File: config.mk
export PLATFORM = sky130hd
export DESIGN_NAME = mem_port_arbiter_flat
export DESIGN_NICKNAME = d
export VERILOG_FILES = /design/src/rtl/mem_port_arbiter_pkg.sv /design/src/rtl/mem_port_arbiter_if.sv /design/src/rtl/mem_port_arbiter_rr_pick.sv /design/src/rtl/mem_port_arbiter.sv /design/src/flat_wrapper.sv
export SDC_FILE = /design/constraint.sdc
export NUM_CORES = 1
export LEC_CHECK = 0
export ABC_CLOCK_PERIOD_IN_PS = 4330
export BUFFER_PORTS_ARGS = -buffer_cell sky130_fd_sc_hd__buf_4
export CELL_PAD_IN_SITES_DETAIL_PLACEMENT = 1
export CELL_PAD_IN_SITES_GLOBAL_PLACEMENT = 2
export CORE_MARGIN = 10
export CORE_UTILIZATION = 26
export DETAILED_ROUTE_END_ITERATION = 8
export PLACE_DENSITY_LB_ADDON = 0.1
export SYNTH_ARGS = -nofsm -noshare
export SYNTH_HDL_FRONTEND = slang
export SYNTH_SLANG_ARGS = --single-unit
export TNS_END_PERCENT = 20
File: constraint.sdc
create_clock -name clk -period 4.33 [get_ports clk]
set_input_delay 0.2165 -clock clk [delete_from_list [all_inputs] [get_ports clk]]
set_output_delay 0.2165 -clock clk [all_outputs]
set_load 0.02 [all_outputs]
File: src/rtl/mem_port_arbiter_pkg.sv
// Shared types and helpers for the memory-port arbiter.
// Optional watchdog build macro: MEM_ARB_TIMEOUT_EN.
package mem_arb_pkg;

  localparam int ADDR_W_DEF = 32;
  localparam int DATA_W_DEF = 32;

  typedef enum logic [1:0] {
    IDLE,
    BUSY,
    DONE
  } arb_state_e;

  function automatic int onehot2idx(
    input logic [31:0] oh
  );
    int idx;
    idx = 0;
    for (int i = 0; i < 32; i++)
      if (oh[i]) idx = i;
    return idx;
  endfunction

endpackage

File: src/rtl/mem_port_arbiter_if.sv
// Bridge-side mem port of the arbiter.
// master = arbiter, slave = AXI memory bridge.
interface mem_port_arbiter_if #(
  parameter int ADDR_W = 32,
  parameter int DATA_W = 32
);

  logic              mem_ce_o;
  logic              mem_we_o;
  logic [ADDR_W-1:0] mem_addr_o;
  logic [DATA_W-1:0] mem_data_o;
  logic [DATA_W-1:0] mem_data_i;
  logic              mem_ready_i;

  modport master (
    output mem_ce_o,
    output mem_we_o,
    output mem_addr_o,
    output mem_data_o,
    input  mem_data_i,
    input  mem_ready_i
  );

  modport slave (
    input  mem_ce_o,
    input  mem_we_o,
    input  mem_addr_o,
    input  mem_data_o,
    output mem_data_i,
    output mem_ready_i
  );

endinterface

File: src/rtl/mem_port_arbiter_rr_pick.sv
// Combinational round-robin picker: first set request
// at or after ptr, wrapping modulo N.
module rr_pick #(
  parameter int N  = 4,
  parameter int PW = 2
) (
  input  logic [N-1:0]  req,
  input  logic [PW-1:0] ptr,
  output logic [N-1:0]  grant,
  output logic          valid
);

  logic found;

  always_comb begin
    grant = '0;
    found = 1'b0;
    for (int k = 0; k < N; k++)
      for (int i = 0; i < N; i++)
        if (!found && req[i] &&
            i == (int'(ptr) + k) % N) begin
          grant[i] = 1'b1;
          found    = 1'b1;
        end
    valid = |req;
  end

endmodule

File: src/rtl/mem_port_arbiter.sv
// Round-robin sharing of one bridge mem port.
// Define MEM_ARB_TIMEOUT_EN to enable the BUSY watchdog.
module mem_port_arbiter
  import mem_arb_pkg::*;
#(
  parameter int NUM_REQ     = 4,
  parameter int ADDR_W      = ADDR_W_DEF,
  parameter int DATA_W      = DATA_W_DEF,
  parameter int TIMEOUT_CYC = 256
) (
  input  logic                      clk,
  input  logic                      rst_n,
  input  logic [NUM_REQ-1:0]        req_ce_i,
  input  logic [NUM_REQ-1:0]        req_we_i,
  input  logic [NUM_REQ*ADDR_W-1:0] req_addr_i,
  input  logic [NUM_REQ*DATA_W-1:0] req_data_i,
  output logic [DATA_W-1:0]         req_data_o,
  output logic [NUM_REQ-1:0]        req_ready_o,
  output logic [NUM_REQ-1:0]        req_err_o,
  output logic [NUM_REQ-1:0]        grant_o,
  mem_port_arbiter_if.master        mem
);

  localparam int PW =
    (NUM_REQ > 1) ? $clog2(NUM_REQ) : 1;

  arb_state_e        state;
  logic [PW-1:0]     rr_ptr;
  logic [PW-1:0]     nxt_ptr;
  logic [NUM_REQ-1:0] pick_gnt;
  logic              pick_vld;
  logic              sel_we;
  logic [ADDR_W-1:0] sel_addr;
  logic [DATA_W-1:0] sel_data;
  int                owner;

  rr_pick #(
    .N  (NUM_REQ),
    .PW (PW)
  ) u_pick (
    .req   (req_ce_i),
    .ptr   (rr_ptr),
    .grant (pick_gnt),
    .valid (pick_vld)
  );

  always_comb begin
    sel_we   = 1'b0;
    sel_addr = '0;
    sel_data = '0;
    for (int i = 0; i < NUM_REQ; i++)
      if (pick_gnt[i]) begin
        sel_we   = req_we_i[i];
        sel_addr = req_addr_i[i*ADDR_W +: ADDR_W];
        sel_data = req_data_i[i*DATA_W +: DATA_W];
      end
  end

  // Finished owner drops to lowest priority.
  always_comb begin
    owner   = onehot2idx(32'(grant_o));
    nxt_ptr = PW'((owner + 1) % NUM_REQ);
  end

`ifdef MEM_ARB_TIMEOUT_EN
  logic [15:0]        wd_cnt;
  logic [NUM_REQ-1:0] err_q;
  assign req_err_o = err_q;
`else
  assign req_err_o = '0;
`endif

  always_ff @(posedge clk or negedge rst_n) begin
    if (!rst_n) begin
      state          <= IDLE;
      rr_ptr         <= '0;
      grant_o        <= '0;
      req_ready_o    <= '0;
      req_data_o     <= '0;
      mem.mem_ce_o   <= 1'b0;
      mem.mem_we_o   <= 1'b0;
      mem.mem_addr_o <= '0;
      mem.mem_data_o <= '0;
`ifdef MEM_ARB_TIMEOUT_EN
      wd_cnt         <= '0;
      err_q          <= '0;
`endif
    end else begin
      unique case (state)
        IDLE: begin
          if (pick_vld) begin
            grant_o        <= pick_gnt;
            mem.mem_ce_o   <= 1'b1;
            mem.mem_we_o   <= sel_we;
            mem.mem_addr_o <= sel_addr;
            mem.mem_data_o <= sel_data;
            state          <= BUSY;
`ifdef MEM_ARB_TIMEOUT_EN
            wd_cnt         <= '0;
`endif
          end
        end
        BUSY: begin
          if (mem.mem_ready_i) begin
            mem.mem_ce_o <= 1'b0;
            req_data_o   <= mem.mem_we_o ?
                            '0 : mem.mem_data_i;
            req_ready_o  <= grant_o;
            rr_ptr       <= nxt_ptr;
            state        <= DONE;
          end
`ifdef MEM_ARB_TIMEOUT_EN
          else if (wd_cnt ==
                   16'(TIMEOUT_CYC - 1)) begin
            mem.mem_ce_o <= 1'b0;
            req_data_o   <= '0;
            req_ready_o  <= grant_o;
            err_q        <= grant_o;
            rr_ptr       <= nxt_ptr;
            state        <= DONE;
          end else begin
            wd_cnt <= wd_cnt + 16'd1;
          end
`endif
        end
        DONE: begin
          req_ready_o    <= '0;
          grant_o        <= '0;
          req_data_o     <= '0;
          mem.mem_we_o   <= 1'b0;
          mem.mem_addr_o <= '0;
          mem.mem_data_o <= '0;
`ifdef MEM_ARB_TIMEOUT_EN
          err_q          <= '0;
`endif
          state          <= IDLE;
        end
        default: state <= IDLE;
      endcase
    end
  end

endmodule
File: src/flat_wrapper.sv
// flat-port wrapper written by rule: the top's interface ports become plain ports
module mem_port_arbiter_flat import mem_arb_pkg::*;
#(
  parameter int NUM_REQ     = 4,
  parameter int ADDR_W      = ADDR_W_DEF,
  parameter int DATA_W      = DATA_W_DEF,
  parameter int TIMEOUT_CYC = 256
)
  (clk, rst_n, req_ce_i, req_we_i, req_addr_i, req_data_i, req_data_o, req_ready_o, req_err_o, grant_o, mem_mem_ce_o, mem_mem_we_o, mem_mem_addr_o, mem_mem_data_o, mem_mem_data_i, mem_mem_ready_i);
  mem_port_arbiter_if #(.ADDR_W(ADDR_W), .DATA_W(DATA_W)) mem_i ();
  input  logic clk;
  input  logic rst_n;
  input  logic [NUM_REQ-1:0] req_ce_i;
  input  logic [NUM_REQ-1:0] req_we_i;
  input  logic [NUM_REQ*ADDR_W-1:0] req_addr_i;
  input  logic [NUM_REQ*DATA_W-1:0] req_data_i;
  output logic [DATA_W-1:0] req_data_o;
  output logic [NUM_REQ-1:0] req_ready_o;
  output logic [NUM_REQ-1:0] req_err_o;
  output logic [NUM_REQ-1:0] grant_o;
  output wire logic [$bits(mem_i.mem_ce_o)-1:0] mem_mem_ce_o;
  output wire logic [$bits(mem_i.mem_we_o)-1:0] mem_mem_we_o;
  output wire logic [$bits(mem_i.mem_addr_o)-1:0] mem_mem_addr_o;
  output wire logic [$bits(mem_i.mem_data_o)-1:0] mem_mem_data_o;
  input wire logic [$bits(mem_i.mem_data_i)-1:0] mem_mem_data_i;
  input wire logic [$bits(mem_i.mem_ready_i)-1:0] mem_mem_ready_i;
  assign mem_mem_ce_o = mem_i.mem_ce_o;
  assign mem_mem_we_o = mem_i.mem_we_o;
  assign mem_mem_addr_o = mem_i.mem_addr_o;
  assign mem_mem_data_o = mem_i.mem_data_o;
  assign mem_i.mem_data_i = mem_mem_data_i;
  assign mem_i.mem_ready_i = mem_mem_ready_i;
  mem_port_arbiter #(.NUM_REQ(NUM_REQ), .ADDR_W(ADDR_W), .DATA_W(DATA_W), .TIMEOUT_CYC(TIMEOUT_CYC)) u_core (.clk(clk), .rst_n(rst_n), .req_ce_i(req_ce_i), .req_we_i(req_we_i), .req_addr_i(req_addr_i), .req_data_i(req_data_i), .req_data_o(req_data_o), .req_ready_o(req_ready_o), .req_err_o(req_err_o), .grant_o(grant_o), .mem(mem_i));
endmodule
==> impl_summary.log <==
[metrics] number of sinks handled by clock tree synthesis: 110
[metrics] fraction of final layout cells with drive strength greater than 1: 54.9%
[metrics] Synthesis Warnings: 0
[metrics] global-route track usage on met2: ~34%
[metrics] overall via count from detail_route: 6,470
[metrics] GR Layer Usage met1: 22.8%
[metrics] Tot GR Track Use: 19.7%
[metrics] detailed-route DRC error count: 0
[metrics] run status: completed
[metrics] Post-synth EDFFs: 0
[metrics] Seq/Total Area, Yosys: a little over two fifths
[metrics] average routed wire per standard cell: 24.6 µm
[metrics] Die Height: approximately 180 µm
[metrics] Syn Area/Cell: 10.6 µm²
[metrics] overflow left after global routing: 0
[metrics] number of cells upsized or downsized after cts: 0
[metrics] Final setup viols: 0
[metrics] required time of the worst setup path: 4.60 ns
[metrics] # rows: 56
[metrics] worst slack after detailed placement: 1.78 ns
[metrics] Synth cell types: 36
[metrics] TritonCTS clock tree: built
[metrics] final hold vios: 0
[metrics] final critical-path setup slack: ~1.8 ns
[metrics] largest driver fanout on the critical path: 26
[metrics] core box area: 23,600 µm²
[metrics] busiest grt layer: met2
[metrics] Routed WL: between 30 and 40 mm
[metrics] worst-case vdd ir drop: between 0.15 and 0.2 mV
[metrics] root buffer cell: sky130_fd_sc_hd__clkbuf_16
[metrics] Num CTS Buffers: 9
[metrics] DR vias/cell: 5.00
[metrics] met3 Resource Use GR: 6.95%
[metrics] clock transition time at the flip-flop clock pins of the worst setup and hold paths: 0.08 ns
[metrics] width of the die: 176 µm
[metrics] number of antenna violations at the first check in global routing: 1
[metrics] I/O pin total: 409
[metrics] kind of critical path: reg -> reg
[metrics] Max transition margin: 36.6%
[metrics] Clock H-tree levels: 3
[metrics] largest clock skew in the final design: 0.0125 ns
[metrics] Primary FF master, synth: sky130_fd_sc_hd__dfrtp_1
[metrics] post-synthesis async set-or-reset flop share: 100%
[metrics] actual slew at the worst max-slew pin: 0.949 ns
[metrics] IO Port Bufs: 404
[metrics] antenna-violating nets left: 0
[metrics] unrepaired setup endpoints after global routing: no
[metrics] setup_tns: 0 ns
[metrics] depth of the worst register-to-register path: 5
[metrics] share of the cycle needed by the critical path after routing: between 50% and 60%
[metrics] kind of end point of the critical path: flop
[metrics] maximum number of pins on one net before global-route repair: 67
[metrics] mapped cell area: 6290 µm²
[metrics] Synth Register Bits: 110
[metrics] post-synthesis instance total: between 500 and 600
[metrics] clock latency on the worst-skew pair: around 0.36 ns
[metrics] kind of path behind the tightest hold check: in -> reg
[metrics] max-cap violation count: 0
[metrics] worst hold stages: 2
[metrics] most used cells in the layout excluding fill and tap cells: sky130_fd_sc_hd__buf_4 (417), sky130_fd_sc_hd__dfrtp_1 (110), sky130_fd_sc_hd__nand2_1 (82)
[metrics] commonest non-fill, non-tap cell in the layout: sky130_fd_sc_hd__buf_4
[metrics] highest clock rate: between 0.3 and 0.4 GHz
[metrics] leakage component of the power: around 4.8 nW
[metrics] Critical Path AT: 2.77 ns
[metrics] NumNets Final: 1,268
[metrics] starting density of the core: 26.6%
[metrics] Power Density: a little over 600 nW/µm²
[metrics] area grow syn2layout: 56.4%
[metrics] die outline area: 30,800 µm²
[metrics] Critical Path Start Type: flop
[metrics] vias in the first global route: 7,029
[metrics] estimated wirelength of the detail-placed design: 24.5 mm
[metrics] count of pins over their slew limit: 0
[metrics] first-pass iteration count of the detailed router: 4
[metrics] shortest period the worst path allows: 2.51 ns
[metrics] weighted congestion reported at the end of routability-driven placement: 0.780
[metrics] buffer levels on the longest clock path: 2
[metrics] first-iteration detailed-routing DRC count: about 270
[metrics] first-pass GRT wire length: 46.7 mm
[critical path, stage by stage (launching register included)]
cell and delay [ns]:
sky130_fd_sc_hd__dfrtp_1 0.49, sky130_fd_sc_hd__o311a_1 0.44, sky130_fd_sc_hd__nor2b_4 0.76, sky130_fd_sc_hd__buf_4 0.41, sky130_fd_sc_hd__a221oi_1 0.08, sky130_fd_sc_hd__o221ai_1 0.23
[layout make-up]
| class | count | area, µm² |
|---|---|---|
| flip-flops and latches | 110 | 2750 |
| diodes | 2 | 5.00 |
| clock buffers | 9 | 225 |
| fillers | 2722 | 13800 |
| repair buffers | 420 | 3180 |
| clock inverters | 7 | 67.6 |
| multi-input cells | 359 | 2950 |
| inverters | 69 | 259 |
| well taps | 319 | 399 |
[state kept, by name (all words and copies together), names as in the netlist]
signal,flops
u_core.mem.mem_addr_o,32
u_core.req_data_o,32
u_core.mem.mem_ce_o,1
u_core.mem.mem_data_o,32
u_core.mem.mem_we_o,1
u_core.rr_ptr,2
u_core.state,2
u_core.grant_o,4
u_core.req_ready_o,4
[through the flow]
step | power [W] | cells | hold slack (ns) | utilization, % | cell area, µm²
2_1_floorplan | 0.00384 | 597 | -0.0791 | - | 6300
3_3_place_gp | 0.00527 | 1276 | 0.382 | 40.4 | 9530
3_5_place_dp | 0.00531 | 1276 | 0.384 | 40.4 | 9530
4_1_cts | 0.00619 | 1293 | 0.0481 | 41.6 | 9830
5_1_grt | 0.00651 | 1294 | 0.0474 | 41.7 | 9840
6_report | 0.00607 | 1295 | 0.0626 | 41.7 | 9840
[where the power goes]
group,switching [W],leakage (nW),internal (W)
logic,0.00203,3.22,0.00145
registers,0.000294,1.42,0.00145
clock network,0.000449,0.145,0.000406
[cells in the mapped netlist (2+ instances only)]
master                       n  share of area [%]
sky130_fd_sc_hd__a21oi_1     6               0.48
sky130_fd_sc_hd__buf_4       7               0.84
sky130_fd_sc_hd__inv_1      66                3.9
sky130_fd_sc_hd__and3_1      4               0.40
sky130_fd_sc_hd__o21ai_1    58                4.6
sky130_fd_sc_hd__a221oi_2   50                 12
sky130_fd_sc_hd__nor2b_1     3               0.30
sky130_fd_sc_hd__buf_6      15                2.7
sky130_fd_sc_hd__a221oi_1   15                2.1
sky130_fd_sc_hd__o21ai_0    14                1.1
sky130_fd_sc_hd__nand2_1    83                5.0
sky130_fd_sc_hd__dfrtp_1   110                 44
sky130_fd_sc_hd__a21oi_2     2               0.28
sky130_fd_sc_hd__nand2b_4    2               0.44
sky130_fd_sc_hd__buf_2      22                1.7
sky130_fd_sc_hd__nand2b_1    2               0.20
sky130_fd_sc_hd__o31ai_1     4               0.48
sky130_fd_sc_hd__nor2_1      3               0.18
sky130_fd_sc_hd__inv_2       3               0.18
sky130_fd_sc_hd__a22o_1     32                4.5
sky130_fd_sc_hd__clkbuf_1   15               0.89
sky130_fd_sc_hd__o221ai_1   29                4.0
sky130_fd_sc_hd__o221ai_2   36                8.6
[worst paths after layout]
path / start / to / slack, ns
min in group asynchronous: rst_n / u_core.mem.mem_addr_o[23] / 0.51
setup / recovery: u_core.rr_ptr[1] / u_core.mem.mem_data_o[15] / 1.82
hold reg to reg: u_core.mem.mem_addr_o[14] / u_core.mem.mem_addr_o[14] / 0.49
max in group asynchronous: rst_n / u_core.mem.mem_data_o[2] / 2.85
setup reg to reg: u_core.rr_ptr[1] / u_core.mem.mem_data_o[15] / 1.82
hold / removal: mem_mem_ready_i / u_core.state[0] / 0.06
[per-layer routing]
layer | up-vias | share of wire (%)
met1 | 3186 | 39
met2 | 264 | 50
met3 | 25 | 8.8
met5 | - | 0
li1 | 2995 | -
met4 | 0 | 1.8
[cell families (layout without fill, tap and decap cells)]
logic type / Yosys count / in the layout / synth area share (%)
AOI/OAI and AO/OA: 252 / 252 / 38.8
buffers and inverters: 128 / 505 / 10.3
DFF: 110 / 110 / 43.7
other: 1 / 6 / 0.0596
and+or+nand+nor: 103 / 103 / 7.08
[timing repair]
action | 4_1_cts | 5_1_grt
buffers inserted | 0 | 0
hold buffers | 1 | 0
endpoints found under the setup margin | 0 | 0
endpoints found under the hold margin | 14 | 0
Power figures use the tool's default switching activity.
